### config.mk
export PLATFORM = sky130hd
export DESIGN_NAME = fpu_arbiter
export DESIGN_NICKNAME = d
export VERILOG_FILES = /design/src/rtl/fpu_arb_pkg.sv /design/src/rtl/fpu_rr_picker.sv /design/src/rtl/fpu_arbiter.sv
export SDC_FILE = /design/constraint.sdc
export NUM_CORES = 1
export LEC_CHECK = 0
export BUFFER_PORTS_ARGS = -buffer_cell sky130_fd_sc_hd__buf_4
export CORE_AREA = 3 3 352 354
export DETAILED_ROUTE_END_ITERATION = 7
export DIE_AREA = 0 0 355 357
export GPL_TIMING_DRIVEN = 1
export PLACE_DENSITY = 0.3
export SLEW_MARGIN = 10
export SYNTH_ARGS = -nofsm -noshare
export SYNTH_HDL_FRONTEND = slang
export SYNTH_SLANG_ARGS = --single-unit
### constraint.sdc
create_clock -name clk -period 10.45 [get_ports clk]
set_clock_uncertainty 0.15 [all_clocks]
set_input_delay 0 -clock clk [delete_from_list [all_inputs] [get_ports clk]]
set_output_delay 0 -clock clk [all_outputs]
set_load 0.02 [all_outputs]
### src/rtl/fpu_arb_pkg.sv
`default_nettype none
// ============================================================================
// fpu_arb_pkg : op codes, FSM encoding and timeout width for the FPU arbiter
// Revision    : 1.0
// ============================================================================
package fpu_arb_pkg;

  localparam logic [1:0] OP_SDIV  = 2'b00;
  localparam logic [1:0] OP_SSQRT = 2'b01;
  localparam logic [1:0] OP_DDIV  = 2'b10;
  localparam logic [1:0] OP_DSQRT = 2'b11;

  localparam int unsigned TO_W = 12;

  typedef enum logic [2:0] {
    ST_IDLE   = 3'd0,
    ST_SEND_A = 3'd1,
    ST_SEND_B = 3'd2,
    ST_WAIT_Z = 3'd3,
    ST_DRAIN  = 3'd4,
    ST_RESP   = 3'd5
  } state_e;

  function automatic logic op_is_sqrt(input logic [1:0] op);
    return op[0];
  endfunction

  function automatic logic op_is_double(input logic [1:0] op);
    return op[1];
  endfunction

endpackage
`default_nettype wire

### src/rtl/fpu_rr_picker.sv
`default_nettype none
// ============================================================================
// fpu_rr_picker : combinational round-robin picker, search starts at last+1
// Revision      : 1.0
// ============================================================================
module fpu_rr_picker
  import fpu_arb_pkg::*;
#(
  parameter  int NREQ = 4,
  localparam int IDW  = (NREQ > 1) ? $clog2(NREQ) : 1
) (
  input  logic [NREQ-1:0] req_i,
  input  logic [IDW-1:0]  last_i,
  output logic [NREQ-1:0] grant_o
);

  always_comb begin
    logic           found;
    logic [IDW-1:0] idx;
    grant_o = '0;
    found   = 1'b0;
    idx     = '0;
    for (int k = 0; k < NREQ; k++) begin
      idx = IDW'((int'(last_i) + 1 + k) % NREQ);
      if (!found && req_i[idx]) begin
        grant_o[idx] = 1'b1;
        found        = 1'b1;
      end
    end
  end

endmodule
`default_nettype wire

### src/rtl/fpu_arbiter.sv
`default_nettype none
// ============================================================================
// fpu_arbiter : round-robin sharing of one div/sqrt FPU among NREQ requesters
// Revision    : 1.0
// ============================================================================
module fpu_arbiter
  import fpu_arb_pkg::*;
#(
  parameter  int NREQ    = 4,
  parameter  int TIMEOUT = 4095,
  localparam int IDW     = (NREQ > 1) ? $clog2(NREQ) : 1
) (
  input  logic                 clk,
  input  logic                 rst,
  input  logic [NREQ-1:0]      req_valid_i,
  output logic [NREQ-1:0]      req_ready_o,
  input  logic [2*NREQ-1:0]    req_op_i,
  input  logic [64*NREQ-1:0]   req_a_i,
  input  logic [64*NREQ-1:0]   req_b_i,
  output logic [NREQ-1:0]      rsp_valid_o,
  input  logic [NREQ-1:0]      rsp_ready_i,
  output logic [63:0]          rsp_data_o,
  output logic                 rsp_err_o,
  output logic [1:0]           fpu_process_o,
  output logic [31:0]          fpu_as_o,
  output logic [31:0]          fpu_bs_o,
  output logic [63:0]          fpu_ad_o,
  output logic [63:0]          fpu_bd_o,
  output logic                 fpu_a_stb_o,
  output logic                 fpu_b_stb_o,
  input  logic                 fpu_a_ack_i,
  input  logic                 fpu_b_ack_i,
  input  logic [31:0]          fpu_zs_i,
  input  logic [63:0]          fpu_zd_i,
  input  logic                 fpu_z_stb_i,
  output logic                 fpu_z_ack_o,
  output logic                 busy_o,
  output logic [IDW-1:0]       grant_id_o
);

  localparam logic [TO_W-1:0] TO_LAST  = (TIMEOUT > 0) ? TO_W'(TIMEOUT - 1) : '0;
  localparam logic [IDW-1:0]  LAST_RST = IDW'(NREQ - 1);

  state_e          state_q, state_d;
  logic [1:0]      op_q, op_d;
  logic [63:0]     a_q, a_d, b_q, b_d, data_q, data_d;
  logic            err_q, err_d;
  logic [IDW-1:0]  last_q, last_d, gid_q, gid_d;
  logic [TO_W-1:0] tcnt_q, tcnt_d;

  logic [NREQ-1:0] grant_w;
  logic [IDW-1:0]  win_w;
  logic            counting_w, fpu_own_w, tmo_w;

  fpu_rr_picker #(.NREQ(NREQ)) u_picker (
    .req_i   (req_valid_i),
    .last_i  (last_q),
    .grant_o (grant_w)
  );

  always_comb begin
    win_w = '0;
    for (int i = 0; i < NREQ; i++) begin
      if (grant_w[i]) win_w = IDW'(i);
    end
  end

  assign counting_w = (state_q == ST_SEND_A) || (state_q == ST_SEND_B) || (state_q == ST_WAIT_Z);
  assign fpu_own_w  = counting_w || (state_q == ST_DRAIN);
  assign tmo_w      = (TIMEOUT != 0) && counting_w && (tcnt_q == TO_LAST);

  always_comb begin
    state_d = state_q;
    op_d    = op_q;
    a_d     = a_q;
    b_d     = b_q;
    data_d  = data_q;
    err_d   = err_q;
    last_d  = last_q;
    gid_d   = gid_q;
    case (state_q)
      ST_IDLE: begin
        if (|grant_w) begin
          op_d    = req_op_i[{win_w, 1'b0} +: 2];
          a_d     = req_a_i[{win_w, 6'd0} +: 64];
          b_d     = req_b_i[{win_w, 6'd0} +: 64];
          last_d  = win_w;
          gid_d   = win_w;
          err_d   = 1'b0;
          data_d  = '0;
          state_d = ST_SEND_A;
        end
      end
      ST_SEND_A: if (fpu_a_ack_i) state_d = op_is_sqrt(op_q) ? ST_WAIT_Z : ST_SEND_B;
      ST_SEND_B: if (fpu_b_ack_i) state_d = ST_WAIT_Z;
      ST_WAIT_Z: begin
        if (fpu_z_stb_i) begin
          data_d  = op_is_double(op_q) ? fpu_zd_i : {32'h0, fpu_zs_i};
          state_d = ST_DRAIN;
        end
      end
      ST_DRAIN: if (!fpu_z_stb_i) state_d = ST_RESP;
      ST_RESP:  if (rsp_ready_i[gid_q]) state_d = ST_IDLE;
      default:  state_d = ST_IDLE;
    endcase
    // An FPU handshake landing on the expiry cycle wins over the timeout
    if (tmo_w && (state_d == state_q)) begin
      state_d = ST_RESP;
      err_d   = 1'b1;
      data_d  = '0;
    end
    tcnt_d = ((state_d != state_q) || !counting_w) ? '0 : tcnt_q + 1'b1;
  end

  always_ff @(posedge clk or posedge rst) begin
    if (rst) begin
      state_q <= ST_IDLE;
      op_q    <= '0;
      a_q     <= '0;
      b_q     <= '0;
      data_q  <= '0;
      err_q   <= 1'b0;
      last_q  <= LAST_RST;
      gid_q   <= '0;
      tcnt_q  <= '0;
    end else begin
      state_q <= state_d;
      op_q    <= op_d;
      a_q     <= a_d;
      b_q     <= b_d;
      data_q  <= data_d;
      err_q   <= err_d;
      last_q  <= last_d;
      gid_q   <= gid_d;
      tcnt_q  <= tcnt_d;
    end
  end

  assign req_ready_o   = ((state_q == ST_IDLE) && !rst) ? grant_w : '0;
  assign fpu_process_o = fpu_own_w ? op_q : 2'b00;
  assign fpu_as_o      = fpu_own_w ? a_q[31:0] : '0;
  assign fpu_bs_o      = fpu_own_w ? b_q[31:0] : '0;
  assign fpu_ad_o      = fpu_own_w ? a_q : '0;
  assign fpu_bd_o      = fpu_own_w ? b_q : '0;
  assign fpu_a_stb_o   = (state_q == ST_SEND_A);
  assign fpu_b_stb_o   = (state_q == ST_SEND_B);
  assign fpu_z_ack_o   = (state_q == ST_WAIT_Z) && fpu_z_stb_i;
  assign rsp_valid_o   = (state_q == ST_RESP) ? (NREQ'(1) << gid_q) : '0;
  assign rsp_data_o    = (state_q == ST_RESP) ? data_q : '0;
  assign rsp_err_o     = (state_q == ST_RESP) && err_q;
  assign busy_o        = (state_q != ST_IDLE);
  assign grant_id_o    = gid_q;

endmodule
`default_nettype wire
==> flow_results.org <==
** Route
- Using the TritonRoute via totals, the vias-per-cell ratio works out to between 4 and 5.
- Detailed-route wire length :: slightly above 100000 µm
- For this block, the via count after detailed routing is 19240.
- Length of the first detailed-routing pass in iterations :: 7
- Dividing the detail-routed wire length by the instance count gives approximately 22 µm.
- # DRC :: 0
- The detail route stage leaves a number of antenna-violating nets equal to 0.
- For this block, the initial DRC count from the detailed router was 1256.

** Flow run
- Reported max-cap violation count :: 0

** Floorplanning
- The floorplan step defined a die boundary enclosing ~130000 µm².
- Number of placement rows :: 128
- The die is approximately 360 µm wide.
- The die is between 300 and 400 µm tall.
- The region available for standard cell placement spans ~120000 µm².
- The initial utilization of the core area, before any placement, comes to around 12%.
- Top-Level Pins :: roughly 900

** Worst setup path
- Along the worst path, the maximum fanout reaches 64.
- Worst path slowest cell :: sky130_fd_sc_hd__buf_4
- The critical path in this run is classified as register to register.
- Walking the worst path, the cells encountered are inv_1 -> ha_1 -> mux4_2 -> a21oi_1 -> o221a_2 -> and2_4 -> buf_4 -> buf_4 -> nand2_1 -> a311o_1 -> dlygate4sd3_1 -> a21oi_1 -> dlygate4sd3_1.
- STA classifies the critical path startpoint as a register.
- Crit path to :: a_q[32]$_DFFE_PP0P_
- Across all register-to-register paths, the minimum setup slack is 4.28 ns.
- The number of cells on the worst reg-to-reg path is 13.
- Data on the critical path is required at its endpoint by about 11 ns.
- Critical path data arrival time :: 6.54 ns
- Critical Path Max Stage Delay :: ~0.8 ns
- Element type at the critical path end :: register
- R2R Path End :: a_q[32]$_DFFE_PP0P_
- The startpoint identified for the worst register-to-register timing path is last_q[0]$_DFFE_PP1P_.
- The most critical setup path has its startpoint at last_q[0]$_DFFE_PP1P_.

** Cells and area
- The filler cells instantiated in the layout total approximately 14000.
- Layout cells sized above 1 :: about a third
- Summing all flip-flop and latch instances after layout gives 5360 µm².
- The finished cells cover around 28000 µm².
- Net count, final :: about 3600
- Summing all multi-input logic gate instances after layout gives 8133 µm².
- Area Overhead vs Synth :: 85.55%

** Clock network
- Counting along the longest clock path gives a buffer depth of 3.
- The H-tree generated during clock tree synthesis spans 2 levels.
- The number of gates resized after CTS was 0.
- CTS placed an instance of sky130_fd_sc_hd__clkbuf_16 at the clock tree root.
- Postcts setup bufs :: 0
- TritonCTS clock tree :: built
- Clock transition at path regs :: ~0.050 ns
- Cts bufs inserted :: 36
- CTS saw 214 sinks.
- Clock latency on the worst-skew pair, taken at its later pin, is 0.58 ns.

** Yosys
- Each instance of the synthesized netlist takes up on average slightly below 8 µm².
- Synth unique cells :: 56
- Cell with the most instances after synthesis :: sky130_fd_sc_hd__nor2_1
- Net count after synthesis :: between 2000 and 3000
- Number of flops mapped to enable cells by yosys :: 0
- Cell types with the largest area share after synthesis :: sky130_fd_sc_hd__dfrtp_1 (36%), sky130_fd_sc_hd__a21oi_1 (9.0%), sky130_fd_sc_hd__nor2_1 (8.8%)
- Of the synthesized area, sequential elements account for a little over a third.
- Total number of yosys warnings :: 0
- Among all flip-flop cells after synthesis, the most frequent one is sky130_fd_sc_hd__dfrtp_1.
- Cell count after synthesis :: roughly 1900
- Leading post-synthesis cells by instance count :: sky130_fd_sc_hd__nor2_1 (350), sky130_fd_sc_hd__nand2_1 (277), sky130_fd_sc_hd__a21oi_1 (268)
- The biggest area contributor in the post-synthesis netlist is sky130_fd_sc_hd__dfrtp_1.
- Fraction of registers with async set or reset after synthesis :: 100.0%
- Area share of the leading cell type in the synthesized netlist :: 35.68%
- Counting flops and latches in the post-synthesis netlist gives approximately 210.
- Synth Cell Area :: 14870 µm²

** STA
- Setup repair after global routing missed its margin :: no
- Timing would allow up to roughly 160 MHz.
- Max-slew headroom :: a little over a fifth
- Adding up every negative setup slack in the final design gives 0 ns.
- Setup violations remaining at the end of the flow were counted as 0.
- Count of final hold-check violations :: 0
- For the pin with the worst max-slew slack, the measured transition is around 1.2 ns.
- Final Slew Violations :: 0
- Final period utilization :: 59.09%
- The smallest clock period supported by the final layout is computed as 6.175 ns.

** Global routing
- The initial antenna violation count was 32.
- Vias in the first global route :: ~20000
- Overall track demand over capacity in global routing :: between 15 and 20%
- Global routing finished with a remaining overflow of 0.
- The first global-routing pass estimated 144800 µm of wire.
- Pin count of the biggest net entering global routing :: approximately 160

** Placed design
- Routability-driven placement finished with a final weighted congestion of 0.8455.
- Total placed instance area :: 22590 µm²
- Input/output buffers :: approximately 900
- HPWL after detailed placement :: roughly 75000 µm

** Pwr
- Power density over the cells :: 385.3 nW/µm²
- Summed over all cells, the static leakage comes to about 0.013 µW.
- VDD sags by at most around 0.00029 V.

** Outcome
- Outcome :: finished, final reports clean

** Worst hold path
- In this run the worst hold path is classified as primary input to register.
==> area by class of cell <==
type | instances | area share (%)
clock buffer | 55 | 3.814
inverter | 11 | 0.1859
timing repair buffer | 1308 | 39.10
antenna | 20 | 0.1814
multi-input combinational | 1421 | 29.48
sequential | 214 | 19.43
clock inverter | 8 | 0.4489
tap | 1625 | 7.369
==> worst max-delay path, delay by kind of cell (launching register included) <==
kind / cells / cell delay, ns
AND/OR/NAND/NOR: 2 / 0.39
buffers and inverters: 5 / 2.77
flip-flops: 1 / 0.71
adder cells (fa/ha/maj): 1 / 0.45
multiplexers: 1 / 0.61
AO/OA/AOI/OAI: 4 / 0.89
==> through the flow <==
step	worst slack [ns]	cells	hold slack, ns	utilization, %	power [µW]
after detailed placement	5.219	4202	-0.02393	18.61	8546
after global placement	5.268	4202	-0.02028	18.61	8530
after CTS	4.180	4642	0.0006263	22.69	10830
final	4.275	4662	0.05958	22.73	10630
after global routing	3.970	4657	0.05445	22.72	11450
after floorplan	4.452	1908	-0.06133	-	5970
==> sequential cells by signal, summed over array words and instances, names as in the netlist <==
| signal | count |
|---|---|
| tcnt_q | 12 |
| state_q | 3 |
| grant_id_o | 2 |
| b_q | 64 |
| err_q | 1 |
| last_q | 2 |
| data_q | 64 |
| op_q | 2 |
| a_q | 64 |
==> per-layer routing <==
layer  share of wire [%]  vias up  track usage [%]
met5               0.067        -                0
met4                 2.7       10            5.258
met3                 7.2      126            4.354
met2                  50      728            27.09
met1                  40     9513            17.96
li1                    -     8867                -
==> worst min path at each step <==
| stage | start | end | slack, ns | cells past startpoint |
|---|---|---|---|---|
| final | fpu_zd_i[43] | data_q[43]$_DFFE_PP0P_ | 0.06 | 4 |
| after CTS | fpu_zd_i[61] | data_q[61]$_DFFE_PP0P_ | 0.0006 | 4 |
| after global placement | rst | a_q[47]$_DFFE_PP0P_ | -0.02 | 2 |
| after global routing | fpu_zd_i[42] | data_q[42]$_DFFE_PP0P_ | 0.05 | 4 |
| after detailed placement | rst | a_q[47]$_DFFE_PP0P_ | -0.02 | 2 |
| after floorplan | rst | req_ready_o[0] | -0.06 | 1 |
==> repair_timing <==
action                                  in CTS  in global routing
endpoints found under the setup margin       0                  0
endpoints found under the hold margin      250                  0
hold buffers                               377                  0
==> cells in the final DEF (no fill, tap or decap), types with 3 or more instances in the layout <==
master                          count
sky130_fd_sc_hd__a32oi_1           32
sky130_fd_sc_hd__inv_1              8
sky130_fd_sc_hd__ha_1               8
sky130_fd_sc_hd__clkinv_8           3
sky130_fd_sc_hd__xor2_1             9
sky130_fd_sc_hd__mux2_2             5
sky130_fd_sc_hd__clkinv_2           3
sky130_fd_sc_hd__a22oi_1            3
sky130_fd_sc_hd__clkbuf_1          11
sky130_fd_sc_hd__dlygate4sd3_1    377
sky130_fd_sc_hd__clkbuf_16         36
sky130_fd_sc_hd__or2_2              3
sky130_fd_sc_hd__a311o_1          130
sky130_fd_sc_hd__and3_1           201
sky130_fd_sc_hd__nor2_1           350
sky130_fd_sc_hd__a211oi_2          31
sky130_fd_sc_hd__nand3_1            4
sky130_fd_sc_hd__nand2b_1           9
sky130_fd_sc_hd__nand2_1          276
sky130_fd_sc_hd__dfrtp_1          210
sky130_fd_sc_hd__and2_1             3
sky130_fd_sc_hd__nor3_1             6
sky130_fd_sc_hd__a211oi_1           3
sky130_fd_sc_hd__diode_2           20
sky130_fd_sc_hd__a21oi_1          268
sky130_fd_sc_hd__clkbuf_8           8
sky130_fd_sc_hd__buf_4            929
sky130_fd_sc_hd__mux2i_1           34
sky130_fd_sc_hd__nand4_1            4
sky130_fd_sc_hd__a21o_1             3
==> cell families (layout without fill, tap and decap cells) <==
family                   Yosys count  after routing  synth area share (%)
AND/OR/NAND/NOR                  874            874                 26.37
flip-flops                       214            214                 36.03
multiplexers                      41             41                 2.970
buffers and inverters            273           1382                 9.583
XOR/XNOR                          10             10                0.5890
AO/OA/AOI/OAI                    488            488                 23.79
other                              0             20                     0
adder cells (fa/ha/maj)            8              8                0.6731
==> report_power, final <==
group / internal, µW / switching, µW
combinational: 3340 / 4630
clock: 744 / 500
sequential: 1210 / 206
Note: power is estimated with default switching activity, not from simulation.
